==> src/rtl/wb_commit_unit.sv <==
// wb_commit_unit: multi-lane writeback / commit stage.
// Accepts a bundle of up to LANES retired instructions per cycle, drives LANES
// register-file write ports, resolves the oldest jump/taken-branch redirect
// (squashing younger lanes), and buffers surviving lanes in a DEPTH-entry
// commit FIFO for the commit sink.
//
// Ports (per-lane fields packed with lane 0 in the LSBs):
//   clk, rst_n              clock, asynchronous active-low reset
//   in_valid / in_ready     bundle handshake (accept = in_ready & |in_valid)
//   in_is_wb .. in_br_taken per-lane decode flags
//   in_wd, in_alu_out, in_mem_out, in_pc_plus4, in_pc, in_instr  lane data
//   rf_we, rf_wd, rf_wdata  registered register-file write ports
//   jump_en, jump_addr      registered one-cycle redirect
//   cm_valid / cm_ready     commit FIFO head handshake
//   cm_mask, cm_is_wb, cm_wd, cm_wdata, cm_pc, cm_instr  head bundle contents
//   retired_cnt             total committed instructions
module wb_commit_unit #(
    parameter int unsigned LANES = 2,
    parameter int unsigned XLEN  = 64,
    parameter int unsigned DEPTH = 4
) (
    input  logic                    clk,
    input  logic                    rst_n,
    input  logic [LANES-1:0]        in_valid,
    output logic                    in_ready,
    input  logic [LANES-1:0]        in_is_wb,
    input  logic [LANES-1:0]        in_is_mem_read,
    input  logic [LANES-1:0]        in_is_jump,
    input  logic [LANES-1:0]        in_is_branch,
    input  logic [LANES-1:0]        in_br_taken,
    input  logic [5*LANES-1:0]      in_wd,
    input  logic [XLEN*LANES-1:0]   in_alu_out,
    input  logic [XLEN*LANES-1:0]   in_mem_out,
    input  logic [XLEN*LANES-1:0]   in_pc_plus4,
    input  logic [XLEN*LANES-1:0]   in_pc,
    input  logic [32*LANES-1:0]     in_instr,
    output logic [LANES-1:0]        rf_we,
    output logic [5*LANES-1:0]      rf_wd,
    output logic [XLEN*LANES-1:0]   rf_wdata,
    output logic                    jump_en,
    output logic [XLEN-1:0]         jump_addr,
    output logic                    cm_valid,
    input  logic                    cm_ready,
    output logic [LANES-1:0]        cm_mask,
    output logic [LANES-1:0]        cm_is_wb,
    output logic [5*LANES-1:0]      cm_wd,
    output logic [XLEN*LANES-1:0]   cm_wdata,
    output logic [XLEN*LANES-1:0]   cm_pc,
    output logic [32*LANES-1:0]     cm_instr,
    output logic [63:0]             retired_cnt
);

    localparam int unsigned PTR_W = (DEPTH > 1) ? $clog2(DEPTH) : 1;
    localparam int unsigned CNT_W = PTR_W + 1;

    logic [PTR_W-1:0] wr_ptr;
    logic [PTR_W-1:0] rd_ptr;
    logic [CNT_W-1:0] count;
    logic             flush;
    logic             accept;
    logic             pop;

    logic [XLEN*LANES-1:0] wdata_c;
    logic [LANES-1:0]      survive_c;
    logic [LANES-1:0]      writes_c;
    logic [LANES-1:0]      rf_we_c;
    logic                  redirect_c;
    logic [XLEN-1:0]       target_c;

    // Commit FIFO storage; contents are don't-care out of reset.
    logic [LANES-1:0]      fifo_mask  [DEPTH];
    logic [LANES-1:0]      fifo_is_wb [DEPTH];
    logic [5*LANES-1:0]    fifo_wd    [DEPTH];
    logic [XLEN*LANES-1:0] fifo_wdata [DEPTH];
    logic [XLEN*LANES-1:0] fifo_pc    [DEPTH];
    logic [32*LANES-1:0]   fifo_instr [DEPTH];

    function automatic logic [63:0] popcount(input logic [LANES-1:0] m);
        logic [63:0] sum;
        sum = 64'd0;
        for (int unsigned i = 0; i < LANES; i++) begin
            sum = sum + 64'(m[i]);
        end
        return sum;
    endfunction

    // The cycle after a redirect is the upstream flush cycle.
    assign flush    = jump_en;
    assign in_ready = rst_n & (count < CNT_W'(DEPTH)) & ~flush;
    assign accept   = in_ready & (|in_valid);
    assign cm_valid = (count != CNT_W'(0));
    assign pop      = cm_valid & cm_ready;

    // Lane data select, oldest-lane redirect, squash and write qualification.
    always_comb begin
        wdata_c    = '0;
        survive_c  = '0;
        writes_c   = '0;
        rf_we_c    = '0;
        redirect_c = 1'b0;
        target_c   = '0;
        for (int unsigned i = 0; i < LANES; i++) begin
            if (in_is_mem_read[i]) begin
                wdata_c[i*XLEN +: XLEN] = in_mem_out[i*XLEN +: XLEN];
            end else if (in_is_jump[i]) begin
                wdata_c[i*XLEN +: XLEN] = in_pc_plus4[i*XLEN +: XLEN];
            end else begin
                wdata_c[i*XLEN +: XLEN] = in_alu_out[i*XLEN +: XLEN];
            end
            // A lane survives unless an older lane already redirected.
            survive_c[i] = in_valid[i] & ~redirect_c;
            writes_c[i]  = survive_c[i] & (in_is_wb[i] | in_is_jump[i]) &
                           (in_wd[i*5 +: 5] != 5'd0);
            if (survive_c[i] & (in_is_jump[i] | (in_is_branch[i] & in_br_taken[i]))) begin
                redirect_c = 1'b1;
                target_c   = {in_alu_out[i*XLEN+1 +: XLEN-1], 1'b0};
            end
        end
        // WAW collapse: a write is dropped if any younger lane writes the same register.
        for (int unsigned i = 0; i < LANES; i++) begin
            rf_we_c[i] = writes_c[i];
            for (int unsigned j = i + 1; j < LANES; j++) begin
                if (writes_c[j] && (in_wd[j*5 +: 5] == in_wd[i*5 +: 5])) begin
                    rf_we_c[i] = 1'b0;
                end
            end
        end
    end

    // Register-file write ports and redirect.
    always_ff @(posedge clk or negedge rst_n) begin
        if (!rst_n) begin
            rf_we     <= '0;
            rf_wd     <= '0;
            rf_wdata  <= '0;
            jump_en   <= 1'b0;
            jump_addr <= '0;
        end else begin
            rf_we   <= accept ? rf_we_c : '0;
            jump_en <= accept & redirect_c;
            if (accept) begin
                rf_wd    <= in_wd;
                rf_wdata <= wdata_c;
            end
            if (accept & redirect_c) begin
                jump_addr <= target_c;
            end
        end
    end

    // FIFO pointers, occupancy and retired counter.
    always_ff @(posedge clk or negedge rst_n) begin
        if (!rst_n) begin
            wr_ptr      <= '0;
            rd_ptr      <= '0;
            count       <= '0;
            retired_cnt <= 64'd0;
        end else begin
            if (accept) begin
                wr_ptr <= wr_ptr + PTR_W'(1);
            end
            if (pop) begin
                rd_ptr      <= rd_ptr + PTR_W'(1);
                retired_cnt <= retired_cnt + popcount(fifo_mask[rd_ptr]);
            end
            if (accept & ~pop) begin
                count <= count + CNT_W'(1);
            end else if (pop & ~accept) begin
                count <= count - CNT_W'(1);
            end
        end
    end

    // FIFO storage write.
    always_ff @(posedge clk) begin
        if (accept) begin
            fifo_mask[wr_ptr]  <= survive_c;
            fifo_is_wb[wr_ptr] <= writes_c;
            fifo_wd[wr_ptr]    <= in_wd;
            fifo_wdata[wr_ptr] <= wdata_c;
            fifo_pc[wr_ptr]    <= in_pc;
            fifo_instr[wr_ptr] <= in_instr;
        end
    end

    assign cm_mask  = fifo_mask[rd_ptr];
    assign cm_is_wb = fifo_is_wb[rd_ptr];
    assign cm_wd    = fifo_wd[rd_ptr];
    assign cm_wdata = fifo_wdata[rd_ptr];
    assign cm_pc    = fifo_pc[rd_ptr];
    assign cm_instr = fifo_instr[rd_ptr];

endmodule

==> config.mk <==
export PLATFORM = sky130hd
export DESIGN_NAME = wb_commit_unit
export DESIGN_NICKNAME = d
export VERILOG_FILES = /design/src/rtl/wb_commit_unit.sv
export SDC_FILE = /design/constraint.sdc
export NUM_CORES = 2
export LEC_CHECK = 0
export BUFFER_PORTS_ARGS = -buffer_cell sky130_fd_sc_hd__buf_2
export CAP_MARGIN = 40
export CORE_AREA = 2 2 463 465
export CTS_CLUSTER_SIZE = 40
export DETAILED_ROUTE_END_ITERATION = 6
export DIE_AREA = 0 0 465 467
export GPL_ROUTABILITY_DRIVEN = 0
export PLACE_DENSITY = 0.56
export SLEW_MARGIN = 20
export SYNTH_ARGS = -nofsm -noshare
export SYNTH_HDL_FRONTEND = slang
export SYNTH_SLANG_ARGS = --single-unit
==> constraint.sdc <==
create_clock -name clk -period 12.08 [get_ports clk]
set_input_delay 0.604 -clock clk [delete_from_list [all_inputs] [get_ports clk]]
set_output_delay 0.604 -clock clk [all_outputs]
set_load 0.005 [all_outputs]
# After elaboration in Yosys (flattened, before gate mapping)
# Memory sizes are Yosys's and may differ from the RTL's.
# Index checks and enable logic that the tools add are counted.
# W data, S select, Z words.
# op_classes
addsub	6
n_reduce_logical	6
n_bitwise	24
n_eq_ne	1
n_lt_le_gt_ge	1
n_mux	14
# op_table
op	n
$mux W64	6
$add A64 B2 Y64	1
$and A1 B1 Y1	16
$reduce_bool A5 Y1	2
$mux W3	2
$eq A5 B5 Y1	1
$mux W1	5
$add A2 B1 Y2 const B	2
$not A1 Y1	4
$or A1 B1 Y1	4
$add A3 B1 Y3 const B	1
$lt A3 B3 Y1 const B	1
$reduce_bool A3 Y1	1
$sub A3 B1 Y3 const B	1
$add A1 B1 Y2	1
$mux W2	1
$reduce_bool A2 Y1	1
$reduce_or A2 Y1	1
$logic_and A1 B1 Y1	1
# totals
ram_bits	1336
ff_bits	276
out_inout_bits	605
memories	6
in_bits	601
# mem_list
name	words	width	read_ports	rd_ports_with_merged_regs	wr	line	source
fifo_pc	4	128	1	0	1	75	logic [XLEN*LANES-1:0] fifo_pc [DEPTH];
fifo_wdata	4	128	1	0	1	74	logic [XLEN*LANES-1:0] fifo_wdata [DEPTH];
fifo_instr	4	64	1	0	1	76	logic [32*LANES-1:0] fifo_instr [DEPTH];
fifo_wd	4	10	1	0	1	73	logic [5*LANES-1:0] fifo_wd [DEPTH];
fifo_is_wb	4	2	1	0	1	72	logic [LANES-1:0] fifo_is_wb [DEPTH];
fifo_mask	4	2	1	0	1	71	logic [LANES-1:0] fifo_mask [DEPTH];

# Depth between registers and ports, before layout
# logic_depth
ltp_word	11
mapped_depth	13

# Worst setup path before layout
# OpenSTA, ideal clock, no wires.
# synth_path
path_type	input port to flip-flop
from	input rst_n
to	memory fifo_instr[0][0] (netlist bit) (enable)
path_slack_ns	2.295
arrival_ns	9.046
cell_stages	5
cell_sequence	nor3b_1 > o21ai_1 > inv_1 > clkbuf_1 > and2_1
# synth_between
elab_chain_cells	5
# synth_lines
element	line	source
start: declaration	23	input logic rst_n,
$and A1 B1 Y1 (2 in series)	89	assign in_ready = rst_n & (count < CNT_W'(DEPTH)) & ~flush;
$and A1 B1 Y1	90	assign accept = in_ready & (|in_valid);
$mux W1	176	if (accept) begin
$mux W1 (implied by the code)	182	fifo_instr[wr_ptr] <= in_instr;
end: declaration	76	
# No other way between the ends.

# Worst setup path in the final report
# layout_path
from	input rst_n
to	memory fifo_instr[1][28] (netlist bit) (enable)
# Same word-level chain as after synthesis.

==> results.ini <==
[pwr]
switchingPower_uw=5480
part_of_the_power_in_registers_pct=41.2
static-leakage-power_uw=0.0303
net_sw_share_pct=30.8
power_per_cell_area_mw_per_mm2=223
share_comb_of_total_power_pct=28.2
vdd_ir_drop_max_v=0.000169
p_int_uw=12300
clock_power_share_pct=30.6

[sta]
worst_case_hold_slack_ns=0.0918
timing.final.hold_violations=0
tightest_slew_ns=1.10
final.min_clock_period_ns=4.92
crit_share_post_route_pct=40.7
timing.max_slew.rel_slack_pct=27.0
skew_ns=0.0406
achievable-frequency_mhz=203
report.final.setup_viol=0
final.setup.tns_ns=0
timing_max_transition_violations_final=0
setup_repair_after_global_routing_missed_its_margin=no
layout_setup_ws_ns=7.16

[clock_network]
clock_tree_from_tritoncts=done
cts_buffer_depth=3
cts_setup_buffers=0
worst_setup_hold_path_clk_slew_ns=0.06
cts_made_buffers=173
postCtsHoldBufs=193
cts.htree.levels=4
clock_latency_ns=0.84
cts.sink_count=1611
clock_tree_root_driver_cell=sky130_fd_sc_hd__clkbuf_16
post_cts_resized=0

[yosys]
synth.distinct_cells=45
synth_top_cells_by_area=sky130_fd_sc_hd__edfxtp_1 (65%), sky130_fd_sc_hd__mux4_2 (12%), sky130_fd_sc_hd__dfrtp_1 (11%), sky130_fd_sc_hd__nand2_1 (3.5%), sky130_fd_sc_hd__mux2i_1 (2.1%)
netlist_instances=3384
yosysWarnings=0
dominantRegCellSynth=sky130_fd_sc_hd__edfxtp_1
asyncSetResetFlopFracSynth_pct=17.1
synth_nets=3993
synthesis.area_sq_mm=0.0620
synth.cells.most_frequent=sky130_fd_sc_hd__edfxtp_1 (1,336), sky130_fd_sc_hd__nand2_1 (573), sky130_fd_sc_hd__mux4_2 (334)
synth-seq-area-share_pct=75.8
synth_most_common_cell=sky130_fd_sc_hd__edfxtp_1
synth-seq-cells=1611
synthesis.area_per_instance_sq_um=18.3
dominant_cell_type_by_area_after_synthesis=sky130_fd_sc_hd__edfxtp_1
synth_top_area_share_pct=64.7
post_synth_edffs=1336

[die]
starting_density_of_the_core_pct=29.3
placeableCoreArea_sq_mm=0.212
overall_die_area_sq_mm=0.217
die_y_um=467
die_width_um=465
placementRows=169
i_o_pins=1206

[worst_hold_path]
hold-path-cell-count=3
hold_wc_path_type=primary input to flop
timing.hold.worst.start=in_alu_out[97]

[drt]
met1Wirelength_mm=80.4
drt-initial-drc-count=3637
drt_total_wl_mm=206
detailedRoute.firstPassIterationCount=5
wl_per_cell_um=26.1
met2WireLength_mm=98.6
drcViolationCount=0
detailed_route_via_count=37900
post_drt_via_cell_ratio=4.82
met3WireLength_mm=18.1
highest-signal-layer=met5
postRouteAntennaNets=0

[worst_setup_path]
worst_path_max_delay_cell=sky130_fd_sc_hd__and2_4
cpPeakStageDelay_ns=0.60
worstPathArrival_ns=5.33
cp-startpoint=rst_n
worst_setup_sp_type=primary input
critical_path_cell_list=dlygate4sd3_1 > buf_8 > nor3b_1 > o21ai_4 > inv_8 > and2_4 > buf_4 > buf_12 > buf_12
timing.setup.critical_path_class=primary input to flop
path_max_fanout=122
worst_ep_required_time_ns=12.49
worstReg2RegStart=count[2]
timing.critical_path.mode_cell=sky130_fd_sc_hd__buf_12
rr_worst_depth=7
worstSetupEndpointType=flop

[outcome]
status=finished, final reports clean

[placement]
port_buffers=1204
placed_cells_incl_taps=7307
detailedPlacementHpwl_mm=146
post-place-ws_ns=6.90

[grt]
via_count_of_the_first_global_routing_pass=38300
grt.total_usage_pct=18.4
antenna_violations_before_repair=69
grt_first_pass_wirelength_mm=288
largest_net_degree_at_the_start_of_global_routing=134
gr-total-overflow=0

[cells_and_area]
share_of_layout_cells_above_drive_strength_1_pct=38.2
flow.area_growth_from_synthesis_pct=28.6
stdcell_count=7869
final_nets=5475

[flow_run]
maxCapViolCount=0

## area by class of cell
type	instances	area [sq um]
sequential	1611	47000
clock buffer	218	4710
timing repair buffer	1486	8920
inverter	22	90.1
multi-input combinational	1572	14200
fill	19800	132000
clock inverter	103	1150
antenna	36	90.1
tap	2821	3530
## registers in the layout, indices dropped and copies added, names as in the netlist
name / cells
jump_addr: 63
retired_cnt: 64
rf_wd: 10
fifo_is_wb: 8
fifo_mask: 8
fifo_pc: 512
jump_en: 1
wr_ptr: 2
count: 3
fifo_wd: 40
rd_ptr: 2
rf_we: 2
fifo_wdata: 512
rf_wdata: 128
fifo_instr: 256
## per-stage QoR
step           instance area, sq um  power, uW  utilization (%)
2_1_floorplan                 62000       9960                -
3_3_place_gp                  71400      12400             33.7
3_5_place_dp                  71800      12500             33.9
4_1_cts                       79500      18000             37.6
5_1_grt                       79700      18500             37.6
6_report                      79700      17800             37.7
## critical path: cells and delay by family
kind                   cells  cell delay (ns)
and+or+nand+nor            2             1.07
buffers and inverters      6             2.80
AOI/OAI and AO/OA          1             0.22
## layout by cell type, fill, tap and decap left out, types with 30 or more instances in the layout
| cell type | count |
|---|---|
| sky130_fd_sc_hd__edfxtp_1 | 1336 |
| sky130_fd_sc_hd__buf_2 | 1225 |
| sky130_fd_sc_hd__nand2_1 | 572 |
| sky130_fd_sc_hd__mux4_2 | 334 |
| sky130_fd_sc_hd__dfrtp_1 | 273 |
| sky130_fd_sc_hd__dlygate4sd3_1 | 193 |
| sky130_fd_sc_hd__clkbuf_16 | 179 |
| sky130_fd_sc_hd__mux2i_1 | 128 |
| sky130_fd_sc_hd__o21ai_0 | 125 |
| sky130_fd_sc_hd__nor2_1 | 89 |
| sky130_fd_sc_hd__a21oi_1 | 64 |
| sky130_fd_sc_hd__o22ai_1 | 64 |
| sky130_fd_sc_hd__xor2_1 | 43 |
| sky130_fd_sc_hd__buf_4 | 43 |
| sky130_fd_sc_hd__diode_2 | 36 |
| sky130_fd_sc_hd__clkinv_2 | 33 |
| sky130_fd_sc_hd__clkbuf_1 | 31 |
| sky130_fd_sc_hd__xnor2_1 | 30 |
## metal layers
metal,track usage (%),vias up
met4,7.19,52
li1,-,16200
met5,0,-
met2,29.7,1697
met1,22.9,19600
met3,5.78,358
## worst paths after layout
kind                                     end  slack (ns)
min                            jump_addr[33]        0.09
min reg2reg                  retired_cnt[63]        0.46
min in group asynchronous       rf_wdata[55]        0.38
max                        fifo_instr[1][28]        7.16
max reg2reg                fifo_instr[1][28]        7.85
max in group asynchronous       rf_wdata[11]        9.52
## kinds of logic (layout without fill, tap and decap cells)
| kind of cell | after synthesis | after routing | share of synthesized area [%] |
|---|---|---|---|
| compound gates | 264 | 264 | 2.29 |
| xor+xnor | 73 | 73 | 1.03 |
| fa+ha+maj | 8 | 8 | 0.186 |
| buf+inv | 201 | 1829 | 1.33 |
| flops | 1611 | 1611 | 75.8 |
| mux | 463 | 463 | 14.2 |
| other cells | 1 | 37 | 0.00605 |
| simple gates | 763 | 763 | 5.13 |
## power groups by stage
stage                     combinational [uW]  sequential (uW)  clock, uW
after floorplan                         2480             7480          0
after global placement                  4920             7460          0
after detailed placement                5040             7450          0
after CTS                               5110             7340       5580
after global routing                    5350             7400       5790
final                                   5010             7320       5440
Power figures use the tool's default switching activity.
